--- src/rtl/data_sync_ctrl.sv ---
// Destination-domain sequencer for a 4-phase req/ack bus synchronizer: syncs req, waits a settle
// window, pulses SEL for one capture cycle, then strobes enable_pulse and holds ack until release.
module data_sync_ctrl #(
    parameter int unsigned NUM_STAGES    = 2,
    parameter int unsigned SETTLE_CYCLES = 1,
    parameter int unsigned CNT_WIDTH     = 8
) (
    input  logic                 CLK,
    input  logic                 RST,
    input  logic                 req_async,
    output logic                 SEL,
    output logic                 enable_pulse,
    output logic                 ack,
    output logic                 busy,
    output logic                 abort_err,
    output logic [CNT_WIDTH-1:0] xfer_cnt
);

    localparam int unsigned SetW = (SETTLE_CYCLES > 1) ? $clog2(SETTLE_CYCLES) : 1;
    localparam logic [SetW-1:0] SettleLast =
        SetW'((SETTLE_CYCLES == 0) ? 0 : SETTLE_CYCLES - 1);

    typedef enum logic [1:0] {StIdle, StSettle, StCapture, StAck} state_e;

    state_e                state_q, state_d;
    logic [SetW-1:0]       cnt_q, cnt_d;
    logic [NUM_STAGES-1:0] sync_q;
    logic                  req_s;
    logic                  abort_d;
    logic                  sel_q, en_q, ack_q, busy_q, abort_q;
    logic [CNT_WIDTH-1:0]  xfer_q;

    assign req_s = sync_q[NUM_STAGES-1];

    always_ff @(posedge CLK) begin
        if (!RST) begin
            sync_q <= '0;
        end else begin
            sync_q <= {sync_q[NUM_STAGES-2:0], req_async};
        end
    end

    always_comb begin
        state_d = state_q;
        cnt_d   = cnt_q;
        abort_d = 1'b0;
        unique case (state_q)
            StIdle: begin
                cnt_d = '0;
                if (req_s) begin
                    state_d = (SETTLE_CYCLES > 0) ? StSettle : StCapture;
                end
            end
            StSettle: begin
                cnt_d = cnt_q + 1'b1;
                // A withdrawn request wins over the terminal count.
                if (!req_s) begin
                    state_d = StIdle;
                    abort_d = 1'b1;
                end else if (cnt_q == SettleLast) begin
                    state_d = StCapture;
                end
            end
            StCapture: state_d = StAck;
            StAck: begin
                if (!req_s) begin
                    state_d = StIdle;
                end
            end
            default: state_d = StIdle;
        endcase
    end

    // Outputs are decoded from the next state so they line up with the state being entered.
    always_ff @(posedge CLK) begin
        if (!RST) begin
            state_q <= StIdle;
            cnt_q   <= '0;
            sel_q   <= 1'b0;
            en_q    <= 1'b0;
            ack_q   <= 1'b0;
            busy_q  <= 1'b0;
            abort_q <= 1'b0;
            xfer_q  <= '0;
        end else begin
            state_q <= state_d;
            cnt_q   <= cnt_d;
            sel_q   <= (state_d == StCapture);
            en_q    <= (state_q == StCapture);
            ack_q   <= (state_d == StAck);
            busy_q  <= (state_d != StIdle);
            abort_q <= abort_d;
            if (state_q == StCapture) begin
                xfer_q <= xfer_q + 1'b1;
            end
        end
    end

    assign SEL          = sel_q;
    assign enable_pulse = en_q;
    assign ack          = ack_q;
    assign busy         = busy_q;
    assign abort_err    = abort_q;
    assign xfer_cnt     = xfer_q;

endmodule

--- config.mk ---
export PLATFORM = sky130hd
export DESIGN_NAME = data_sync_ctrl
export DESIGN_NICKNAME = d
export VERILOG_FILES = /design/src/rtl/data_sync_ctrl.sv
export SDC_FILE = /design/constraint.sdc
export NUM_CORES = 1
export LEC_CHECK = 0
export BUFFER_PORTS_ARGS = -buffer_cell sky130_fd_sc_hd__buf_2
export CAP_MARGIN = 20
export CORE_MARGIN = 8
export CORE_UTILIZATION = 42
export DETAILED_ROUTE_END_ITERATION = 8
export PLACE_DENSITY_LB_ADDON = 0.3
export SETUP_SLACK_MARGIN = 0.2
export SYNTH_ARGS = -nofsm -noshare
export SYNTH_HDL_FRONTEND = slang
export SYNTH_SLANG_ARGS = --single-unit
--- constraint.sdc ---
create_clock -name CLK -period 1.35 [get_ports CLK]
set_input_delay 0 -clock CLK [delete_from_list [all_inputs] [get_ports CLK]]
set_output_delay 0 -clock CLK [all_outputs]
set_load 0.02 [all_outputs]
==> impl_metrics.ini <==
[outcome]
status = completed

[final_layout]
diodes = 0
area_growth_pct = 30.9
fin_util = 0.587
fin_area_um2 = 885
final_nets = 99
drive_gt1_frac = 0.362
fill_cells = 137
layout_commonest_cell = buf_2
stdcell_count = 110
final_cell_mix = 15 x buf_2, 12 x dfxtp_1, 9 x nor2_1

[global_route]
antenna_found_initial = 0
grt_pass1_vias = 500
grt_pass1_wl_mm = 2.23
grt_usage = 0.0845
gr-total-overflow = 0
grt_max_degree = 12

[logic_synthesis]
syn_nets = 76
postSynthAreaPerCell_um2 = 9.38
synthCells = 72
synthXorXnorAreaFrac = 0.0259
synth_area_um2 = 676
ys_types = 24
synth_top_family_by_area = simple AND/OR/NAND/NOR gates
synthAdderAreaFrac = 0.0185
synth-simple-area-share = 0.261
muxShareOfSynthArea = 0.0593
yosysWarnings = 0
synth-seq-cells = 18
synth_compound_area_frac = 0.0630
seq_area_frac_synth = 0.533

[floorplan]
die_area_um2 = 3150
die_width_um = 56.1
core_um2 = 1510
io_pins = 16
die_h_um = 56.1
start_util = 0.449
rows = 14

[placed_design]
port_buffers = 15
place_area_um2 = 797
dpl.cell_count = 103
place_hpwl_um = 949
routabilityCongestion = 0.758

[setup_path]
setup.worst_path.end_class = register
critPathKind = reg -> reg
critPathLaunchType = register
cp_max_fo = 5
critPathRequiredTime_ns = 1.57
cp.arrival_ns = 1.45

[clock_network]
ctsHtreeMaxLevel = 1
tritoncts = yes
cts_buffer_depth = 2
numCtsBuffers = 3
clkTransAtPathRegs_ns = 0.10
cts_root_buf = clkbuf_4
cts_sinks = 18
worstSkewPairLatency_ns = 0.29

[routing]
route.detailed.drc = 0
vias_per_cell = 5.08
ant_nets = 0
drtPass1Iterations = 4
wl_per_cell_um = 12.7
drt_wl_total_mm = 1.40
first_iter_violations = 12
vias = 559

[sta]
post-route-period-util = 0.909
rsz0062_at_grt = true
finalClockSkew_ns = 0.00903
slew_viol_final = 0
tightest_slew_ns = 0.371
setup_tns_ns = 0
period_minus_slack_ns = 1.23
finalSetupViolCount = 0
fmax_mhz = 815
hold_viol = 0
slew_headroom = 0.750
hold_slack_ns = 0.0393

[pwr]
leakagePower_nw = 0.412
vdd_ir_drop_max_mv = 0.615
p_per_area_nw_per_um2 = 1070

[job]
drv_cap = 0

[min_path]
hold_path_class = in -> reg
## kinds of logic (layout without fill, tap and decap cells)
logic type      after synthesis  after routing
flops                        18             18
mux                           4              4
buf+inv                       7             29
simple gates                 32             32
compound gates                8              8
fa+ha+maj                     1              1
xor+xnor                      2              2
## area by class of cell
class / instances / area [µm²] / share of cell area
flip-flops and latches: 18 / 380 / 0.430
multi-input cells: 47 / 318 / 0.359
repair buffers: 19 / 108 / 0.122
clock buffers: 4 / 36.3 / 0.0410
inverters: 6 / 22.5 / 0.0255
well taps: 16 / 20.0 / 0.0226
## critical path, stage by stage (launching register included)
cell     delay, ns
dfxtp_4       0.38
inv_1         0.09
or4_4         0.54
a21oi_2       0.16
## per-stage QoR
| stage | total power, mW | setup slack, ns |
|---|---|---|
| 6_report | 0.944 | 0.123 |
| 2_1_floorplan | 0.609 | 0.203 |
| 3_5_place_dp | 0.630 | 0.146 |
| 5_1_grt | 0.997 | 0.0732 |
| 3_3_place_gp | 0.627 | 0.176 |
| 4_1_cts | 0.956 | 0.146 |
## synth_stat cells
cell type,n,area share
nor3b_1,2,0.022
or3_2,1,0.011
dfxtp_1,18,0.53
nor4_1,1,0.0093
mux2i_1,4,0.059
nand4b_2,1,0.022
nand2b_1,2,0.019
o31ai_1,1,0.011
and2_1,2,0.019
ha_1,1,0.019
or4_1,1,0.011
nand3b_1,1,0.011
o21ai_0,2,0.015
nor2_1,9,0.050
nand4_1,1,0.0093
nor2b_1,1,0.0093
clkbuf_1,1,0.0056
nor3_1,2,0.015
a21oi_1,5,0.037
or2b_1,1,0.011
nand2_1,5,0.028
inv_1,6,0.033
nand3_1,2,0.015
xnor2_1,2,0.026
## state kept, by name, summed over array words and instances (netlist names)
signal / count
xfer_cnt: 8
state_q: 2
sync_q: 2
SEL: 1
abort_err: 1
ack: 1
busy: 1
cnt_q: 1
enable_pulse: 1
## report_power, final
group | leakage (nW) | switching (mW) | internal [mW]
registers | 0.150 | 0.0116 | 0.539
clock network | 0.0210 | 0.157 | 0.164
logic | 0.241 | 0.0407 | 0.0316
## per-layer routing
layer | wire [µm] | up-vias | share of wire | GRT usage
li1 | - | 286 | - | -
met1 | 685 | 252 | 0.49 | 0.102
met2 | 598 | 19 | 0.43 | 0.125
met3 | 103 | 2 | 0.073 | 0.0411
met4 | 14 | 0 | 0.010 | 0.0309
met5 | 0 | - | 0 | 0
## worst paths after layout
check,startpoint,endpoint,slack (ns),cells past startpoint
hold / removal,RST,xfer_cnt[7],0.04,3
hold reg to reg,sync_q[0],sync_q[1],0.44,1
setup / recovery,xfer_cnt[0],xfer_cnt[5],0.12,3
setup reg to reg,xfer_cnt[0],xfer_cnt[5],0.12,3
## what timing repair did
item / 4_1_cts / 5_1_grt
hold endpoints to repair: 1 / 0
hold buffers: 1 / 0
setup endpoints to repair: 3 / 7
pin swaps: 0 / 2
gates resized for setup: 2 / 6
cloned: 0 / 0
setup buffers: 2 / 0
(Power assumes the default switching activity.)
